[src/rtl/ram_ctrl.sv]
// ram_ctrl: load/store sequencer between the memory stage and a byte-lane data RAM.
//   MISALIGN_EN : 1 = split misaligned H/W into two word accesses, 0 = reject them
//   req_*       : valid/ready request (we, funct3 mode, byte addr, right-aligned wdata)
//   rsp_*       : one-cycle response pulse with extended load data and error flag
//   ram_*       : word address, per-lane write enables, read strobe, lane data, read data
module ram_ctrl #(
    parameter bit MISALIGN_EN = 1'b1
) (
    input  logic        clk,
    input  logic        rst,
    input  logic        req_valid,
    output logic        req_ready,
    input  logic        req_we,
    input  logic [2:0]  req_mode,
    input  logic [31:0] req_addr,
    input  logic [31:0] req_wdata,
    output logic        rsp_valid,
    output logic [31:0] rsp_rdata,
    output logic        rsp_err,
    output logic [29:0] ram_addr,
    output logic [3:0]  ram_we,
    output logic        ram_re,
    output logic [31:0] ram_wdata,
    input  logic [31:0] ram_rdata
);
    typedef enum logic [2:0] {IDLE, ACC0, ACC1, FIN, RESP} state_t;
    state_t      state_q, state_d;
    logic        we_q, split_q, err_q;
    logic [2:0]  mode_q;
    logic [31:0] addr_q, wdata_q, lo_q, rdata_q;
    logic        accept, legal_mode, split_req, illegal;
    logic [2:0]  wb_req;
    logic [1:0]  off;
    logic [3:0]  mask;
    logic [7:0]  mask8;
    logic [63:0] w64;
    logic [31:0] hi, lo, sh, ext;
    logic        sgn, acc0, acc1;

    // request decode, evaluated on the live inputs at the handshake
    assign accept     = req_valid && req_ready;
    assign wb_req     = req_mode[1:0] == 2'b00 ? 3'd1 : req_mode[1:0] == 2'b01 ? 3'd2 : 3'd4;
    assign legal_mode = (req_mode inside {3'b000, 3'b001, 3'b010, 3'b100, 3'b101}) && !(req_we && req_mode[2]);
    assign split_req  = ({1'b0, req_addr[1:0]} + wb_req) > 3'd4;
    assign illegal    = !legal_mode || (split_req && !MISALIGN_EN);

    // store lanes: an 8-lane window across the two words, low half in ACC0, high half in ACC1
    assign off   = addr_q[1:0];
    assign mask  = mode_q[1:0] == 2'b00 ? 4'b0001 : mode_q[1:0] == 2'b01 ? 4'b0011 : 4'b1111;
    assign mask8 = {4'b0000, mask} << off;
    assign w64   = {32'b0, wdata_q} << {off, 3'b000};
    assign acc0  = state_q == ACC0;
    assign acc1  = state_q == ACC1;

    assign ram_addr  = acc0 ? addr_q[31:2] : acc1 ? addr_q[31:2] + 30'd1 : '0;
    assign ram_we    = we_q && acc0 ? mask8[3:0] : we_q && acc1 ? mask8[7:4] : 4'b0000;
    assign ram_wdata = we_q && acc0 ? w64[31:0] : we_q && acc1 ? w64[63:32] : '0;
    assign ram_re    = !we_q && (acc0 || acc1);

    // load assembly: in FIN the live read data is the only word (aligned) or the upper word (split)
    assign hi  = split_q ? ram_rdata : '0;
    assign lo  = split_q ? lo_q : ram_rdata;
    assign sh  = 32'({hi, lo} >> {off, 3'b000});
    assign sgn = ~mode_q[2];
    assign ext = mode_q[1:0] == 2'b00 ? {{24{sgn & sh[7]}}, sh[7:0]} :
                 mode_q[1:0] == 2'b01 ? {{16{sgn & sh[15]}}, sh[15:0]} : sh;

    assign req_ready = state_q == IDLE && !rst;
    assign rsp_valid = state_q == RESP;
    assign rsp_err   = rsp_valid && err_q;
    assign rsp_rdata = rdata_q;

    always_comb begin
        state_d = state_q;
        unique case (state_q)
            IDLE:    state_d = accept ? (illegal ? RESP : ACC0) : IDLE;
            ACC0:    state_d = split_q ? ACC1 : FIN;
            ACC1:    state_d = FIN;
            FIN:     state_d = RESP;
            RESP:    state_d = IDLE;
            default: state_d = IDLE;
        endcase
    end

    always_ff @(posedge clk or posedge rst) begin
        if (rst) begin
            state_q <= IDLE;
            we_q    <= 1'b0;
            split_q <= 1'b0;
            err_q   <= 1'b0;
            mode_q  <= '0;
            addr_q  <= '0;
            wdata_q <= '0;
            lo_q    <= '0;
            rdata_q <= '0;
        end else begin
            state_q <= state_d;
            if (accept) begin
                we_q    <= req_we;
                mode_q  <= req_mode;
                addr_q  <= req_addr;
                wdata_q <= req_wdata;
                split_q <= split_req;
                err_q   <= illegal;
                if (illegal) rdata_q <= '0;
            end
            if (acc1) lo_q <= ram_rdata;
            if (state_q == FIN) rdata_q <= we_q ? '0 : ext;
        end
    end
endmodule

[config.mk]
export PLATFORM = sky130hd
export DESIGN_NAME = ram_ctrl
export DESIGN_NICKNAME = d
export VERILOG_FILES = /design/src/rtl/ram_ctrl.sv
export SDC_FILE = /design/constraint.sdc
export NUM_CORES = 1
export LEC_CHECK = 0
export CAP_MARGIN = 20
export CELL_PAD_IN_SITES_DETAIL_PLACEMENT = 0
export CELL_PAD_IN_SITES_GLOBAL_PLACEMENT = 1
export CORE_ASPECT_RATIO = 0.75
export CORE_MARGIN = 5
export CORE_UTILIZATION = 38
export CTS_BUF_LIST = sky130_fd_sc_hd__clkbuf_4 sky130_fd_sc_hd__clkbuf_8 sky130_fd_sc_hd__clkbuf_16
export DETAILED_ROUTE_END_ITERATION = 8
export GPL_TIMING_DRIVEN = 0
export PLACE_DENSITY = 0.79
export SYNTH_ARGS = -nofsm -noshare
export SYNTH_HDL_FRONTEND = slang
export SYNTH_SLANG_ARGS = --single-unit
[constraint.sdc]
create_clock -name clk -period 5.74 [get_ports clk]
set_clock_uncertainty 0.2 [all_clocks]
set_input_delay 0.574 -clock clk [delete_from_list [all_inputs] [get_ports clk]]
set_output_delay 0.574 -clock clk [all_outputs]
set_load 0.005 [all_outputs]
==> flow_summary.json, run 1 <==
{
  "run_status": "finished clean",
  "finalWeightedCongestion": 0.903,
  "core_sq_mm": 0.0220,
  "crit_fanout": 10,
  "ios": 205,
  "die_h_um": 139,
  "max_freq_ghz": 0.227,
  "cts_resized": 0,
  "powerDensity_mw_per_mm2": 563,
  "ctsHoldBuffers": 0,
  "vias": 8084,
  "drive_gt1_share_pct": 14.8,
  "setup_viol": 0,
  "area_delta_synth_final_pct": 35.8,
  "row_count": 47,
  "grt_usage_pct": 24.5,
  "drc": 0,
  "vdd_drop_max_v": 0.000245,
  "p_leak_nw": 4.82,
  "antenna_found_initial": 2,
  "synth_edf_count": 0,
  "avgRoutedWirePerCell_um": 22.3,
  "tightestPinTransition_ns": 0.844,
  "cts_sinks": 137,
  "ys_ff_latch": 137,
  "fin_area_sq_mm": 0.0115,
  "yosys.area.top_type": "dfrtp_1",
  "yosys.cell_types.count": 63,
  "placed_cell_area_sq_mm": 0.0109,
  "crit_arrival_ns": 3.63,
  "critPathCaptureType": "primary output",
  "post_synth_main_area_contributors": "dfrtp_1 (41%), mux2i_1 (10%), mux2_2 (8.7%), nand2_1 (7.0%), o21ai_0 (3.9%)",
  "htreeDepth": 4,
  "vias_per_cell": 5.73,
  "critPathBufInv": 5,
  "grt_pass1_vias": 8078,
  "path_delay_family": "buffers and inverters",
  "setup_ws_ns": 1.34,
  "syn-instance-count": 879,
  "rsz0062_at_grt": "no",
  "hold_violations": 0,
  "tns_ns": 0,
  "ys.flop_type": "dfrtp_1",
  "layout_min_cycle_time_ns": 4.40,
  "grt_max_degree": 97,
  "grt_pass1_wl_um": 48400,
  "regArea_sq_mm": 0.00343,
  "synth-async-reset-ratio_pct": 100,
  "clock-root-buffer": "clkbuf_16",
  "cp.required_ns": 4.97,
  "critical-path-slowest-cell": "clkbuf_1",
  "drv_cap": 0,
  "syn-num-nets": 985,
  "fillCellCount": 2066,
  "pre_cts_ws_ns": 1.86,
  "cpPeakStageDelay_ns": 0.65,
  "clockBufferDepth": 2,
  "io_buffers": 204,
  "cp-start-kind": "flip-flop",
  "grt_overflow_total": 0,
  "antenna_cells": 0,
  "yosysWarnings": 0,
  "cts_tree": "done",
  "ant_nets": 0,
  "yosysSeqAreaShare_pct": 40.6,
  "dieArea_sq_mm": 0.0253,
  "firstDrtPassIters": 5,
  "post_cts.repair.setup_buffers": 0,
  "dieWidth_um": 182,
  "syn_area_sq_mm": 0.00845,
  "min_path_type": "flip-flop to flip-flop",
  "path_common_cell": "buf_2",
  "initial_utilization_pct": 38.4,
  "avgSynthCellArea_sq_um": 9.61,
  "nets": 1210,
  "clock_latency_ns": 0.43,
  "cp_cell_sequence": "buf_2 > inv_1 > buf_2 > clkbuf_1 > nand3_1 > o22ai_1 > clkdlybuf4s50_1",
  "fin_crit_sh_pct": 76.7,
  "dp_hpwl_um": 22600,
  "clk_pin_slew_ns": 0.06,
  "drt_iter0_drc": 678,
  "wirelength_um": 31500,
  "cts_made_buffers": 17,
  "multiInputGateArea_sq_mm": 0.00463,
  "relSlewSlack_pct": 43.0,
  "slew_viol_final": 0,
  "critPathKind": "flip-flop to primary output",
  "yosys.area.top_type_share_pct": 40.6
}
## stage by stage
stage	power, mW	utilization [%]	cells	hold WS, ns
2_1_floorplan	3.85	-	879	0.242
3_3_place_gp	5.27	49.4	1377	0.258
3_5_place_dp	5.33	49.6	1379	0.269
4_1_cts	6.45	52.2	1411	0.283
5_1_grt	6.88	52.2	1411	0.305
6_report	6.46	52.2	1411	0.276
## power by group
group	leakage (nW)	total (mW)	internal, mW	switching (mW)
Combinational	2.85	3.49	1.65	1.84
Sequential	1.70	1.87	1.44	0.433
Clock	0.281	1.09	0.630	0.463
## Yosys cell counts, drive strengths merged, types with 9 or more instances
cell type,n
a21oi,22
a31oi,15
and2,11
buf,35
clkbuf,36
dfrtp,137
inv,12
mux2,70
mux2i,84
nand2,158
nand3,23
nand4,17
nor2,27
o211ai,26
o21ai,66
o22ai,17
or3b,9
## flip-flops by register name, summed over array words and instances, names as in the netlist
register	flops
addr_q	32
we_q	1
err_q	1
lo_q	32
split_q	1
rsp_rdata	32
state_q	3
wdata_q	32
mode_q	3
## routing by layer
layer	GRT usage [%]	wire [um]	up-vias
li1	-	-	3698
met1	34.6	14000	3917
met2	36.3	13700	415
met3	7.79	2990	50
met4	7.26	724	4
met5	0	25	-
## layout by cell type (no fill, tap or decap), types with 5 or more instances in the layout
cell             netlist  routed
or3_1                  5       5
nand3_1               23      23
a32oi_1                8       8
o211ai_1              22      22
o22ai_1               17      17
dfrtp_1              137     137
nand4_1               17      17
nor3_1                 5       5
o21ai_0               66      66
mux4_2                 8       8
and2_1                11      11
buf_2                 26      26
o2bb2ai_1              8       8
mux2_1                 5       5
clkdlybuf4s50_1        0     204
inv_6                  0       5
clkbuf_1              35      35
a211oi_1               8       8
buf_6                  5       5
a21oi_1               22      22
inv_1                 12      11
and3_1                 6       6
a32o_1                 8       8
a31oi_1               15      15
nor2_1                27      27
clkbuf_16              0      17
mux2i_1               84      84
mux2_2                65      65
or2_2                  5       5
or3b_2                 8       8
nand2_1              158     158
## worst paths after layout
check	startpoint	endpoint	slack (ns)	depth (start not counted)
setup / recovery	addr_q[1]	ram_wdata[11]	1.34	7
hold / removal	rsp_rdata[4]	rsp_rdata[4]	0.28	2
min in group asynchronous	rst	state_q[1]	0.42	2
hold reg to reg	rsp_rdata[4]	rsp_rdata[4]	0.28	2
max in group asynchronous	rst	rsp_rdata[4]	4.08	3
setup reg to reg	state_q[2]	rsp_rdata[19]	2.79	7
## kinds of logic after synthesis
| logic type | after synthesis | synth area share (%) |
|---|---|---|
| flip-flops | 137 | 40.6 |
| adder cells (fa/ha/maj) | 3 | 0.533 |
| multiplexers | 162 | 21.4 |
| AND/OR/NAND/NOR | 286 | 16.4 |
| XOR/XNOR | 1 | 0.104 |
| AO/OA/AOI/OAI | 207 | 16.3 |
| buffers and inverters | 83 | 4.62 |
## layout make-up
cell class                 count  area share, %
multi-input combinational    659           40.3
clock buffer                  20           4.01
timing repair buffer         206           18.1
inverter                      12          0.436
sequential                   137           29.9
clock inverter                12           1.01
buffer                        71           3.01
tap                          294           3.21
## worst register-to-register path, stage by stage (launching register included)
cell and delay (ns):
dfrtp_1 0.35, clkbuf_1 0.22, nand4bb_1 0.28, clkbuf_1 0.32, nor2_1 0.57, clkbuf_1 0.48
o21ai_0 0.30, nand4_1 0.16
No activity file was read; power rests on OpenSTA's default activity.
==> run 2: changes to the inputs <==
Clock period 5.74 ns to 4.25 ns, I/O delays scaled along.
==> flow_summary.json, run 2 (synthesis results as in run 1) <==
{
  "run_status": "finished clean",
  "finalWeightedCongestion": 0.897,
  "cp.required_ns": 3.62,
  "layout_common_cells": "clkdlybuf4s50_1 (204), nand2_1 (158), dfrtp_1 (137)",
  "multiInputGateArea_sq_mm": 0.00463,
  "clockBufferDepth": 2,
  "slew_viol_final": 0,
  "rsz0062_at_grt": "no",
  "min_to": "lo_q[6]",
  "fillCellCount": 2092,
  "layout_min_cycle_time_ns": 4.04,
  "firstDrtPassIters": 5,
  "area_delta_synth_final_pct": 36.6,
  "tightestPinTransition_ns": 0.908,
  "critPathKind": "flip-flop to primary output",
  "clock_latency_ns": 0.42,
  "reg2reg_to": "rsp_rdata[22]",
  "fin_cells": 1413,
  "rr_worst_depth": 7,
  "wirelength_um": 31700,
  "grt_overflow_total": 0,
  "p_switching_mw": 3.70,
  "p_clk_share_pct": 17.7,
  "p_leak_nw": 4.85,
  "io_buffers": 204,
  "post_cts.repair.setup_buffers": 0,
  "r2r_start": "state_q[2]",
  "dp_cells": 1381,
  "fin_crit_sh_pct": 95.0,
  "antenna_cells": 0,
  "ctsHoldBuffers": 0,
  "ios": 205,
  "cp-start-kind": "flip-flop",
  "vdd_drop_max_v": 0.000394,
  "final_common_cell": "clkdlybuf4s50_1",
  "drc": 0,
  "dp_hpwl_um": 22700,
  "core_sq_mm": 0.0220,
  "path_common_cell": "buf_2",
  "htreeDepth": 4,
  "row_count": 47,
  "relSlewSlack_pct": 39.3,
  "p_int_mw": 5.14,
  "tns_ns": 0,
  "clock-root-buffer": "clkbuf_16",
  "nets": 1212,
  "dieWidth_um": 182,
  "cts_resized": 0,
  "drive_gt1_share_pct": 15.0,
  "seq_power_share_pct": 28.6,
  "swShare_pct": 41.8,
  "power_frac_comb_pct": 53.8,
  "cts_made_buffers": 17,
  "grt_pass1_wl_um": 48200,
  "initial_utilization_pct": 38.4,
  "cp_cell_sequence": "buf_2 > inv_1 > buf_2 > clkbuf_1 > nand3_2 > o22ai_1 > clkdlybuf4s50_1",
  "hold_violations": 0,
  "die_h_um": 139,
  "cpPeakStageDelay_ns": 0.66,
  "ant_nets": 0,
  "drt_iter0_drc": 696,
  "regArea_sq_mm": 0.00343,
  "grt_usage_pct": 24.5,
  "rrSetupSlack_ns": 1.08,
  "avgRoutedWirePerCell_um": 22.4,
  "grt_pass1_vias": 8005,
  "drv_cap": 0,
  "cts_tree": "done",
  "antenna_found_initial": 0,
  "cts_sinks": 137,
  "min_from": "lo_q[6]",
  "max_freq_ghz": 0.248,
  "setup_viol": 0,
  "vias_per_cell": 5.73,
  "whs_path_depth": 2,
  "powerDensity_mw_per_mm2": 766,
  "min_path_type": "flip-flop to flip-flop",
  "critPathCaptureType": "primary output",
  "clk_pin_slew_ns": 0.06,
  "crit_arrival_ns": 3.41,
  "grt_max_degree": 41,
  "vias": 8103,
  "critical-path-slowest-cell": "clkbuf_1",
  "dieArea_sq_mm": 0.0253,
  "crit_fanout": 10
}
[run 2: changes by cell type in the layout (fill, tap and decap cells not counted), moves of 2 or more]
cell / previous run / this run
buf_12: 0 / 3
inv_6: 5 / 1
clkinvlp_4: 2 / 5
bufinv_16: 1 / 3
clkinv_4: 3 / 0
[run 2: per-layer routing]
| metal | share of wire [%] | routed length (um) | track usage, % |
|---|---|---|---|
| met2 | 43 | 13700 | 35.8 |
| met4 | 2.4 | 745 | 7.07 |
| met1 | 45 | 14400 | 35.3 |
| met5 | 0 | 0 | 0 |
| met3 | 9.0 | 2850 | 7.16 |
[run 2: area by class of cell]
type,count,share of cell area [%]
repair buffers,208,18.3
clock inverters,11,1.25
multi-input cells,659,40.1
clock buffers,21,4.05
plain buffers,71,2.99
inverters,12,0.423
flip-flops and latches,137,29.7
well taps,294,3.19
[run 2: stage by stage]
step / instance area (sq um) / hold WS, ns / utilization (%) / setup WS (ns) / total power [mW]
4_1_cts: 11500 / 0.276 / 52.5 / 0.114 / 8.81
6_report: 11500 / 0.277 / 52.5 / 0.211 / 8.84
3_3_place_gp: 10900 / 0.258 / 49.4 / 0.498 / 7.14
2_1_floorplan: 8450 / 0.242 / - / 1.90 / 5.19
5_1_grt: 11500 / 0.294 / 52.5 / 0.132 / 9.38
3_5_place_dp: 10900 / 0.261 / 49.7 / 0.595 / 7.22
[run 2: worst max path at each step]
stage	from	end	slack, ns
6_report	addr_q[1]	ram_wdata[13]	0.21
5_1_grt	addr_q[1]	ram_wdata[13]	0.13
4_1_cts	addr_q[1]	ram_wdata[13]	0.11
3_5_place_dp	addr_q[1]	ram_wdata[13]	0.60
3_3_place_gp	rst	lo_q[10]	0.50
2_1_floorplan	state_q[2]	ram_addr[27]	1.90
[run 2: worst max-delay path, delay by kind of cell (launching register included)]
| family | cells | cell delay, ns |
|---|---|---|
| AO/OA/AOI/OAI | 1 | 0.34 |
| buffers and inverters | 5 | 1.76 |
| flip-flops | 1 | 0.40 |
| AND/OR/NAND/NOR | 1 | 0.47 |
[run 2: power by group through the flow]
stage	Clock (mW)	Sequential, mW	Combinational, mW
floorplan	0	2.36	2.83
global placement	0	2.52	4.62
detailed placement	0	2.53	4.69
CTS	1.58	2.51	4.72
global route	1.63	2.62	5.13
finish	1.56	2.53	4.76
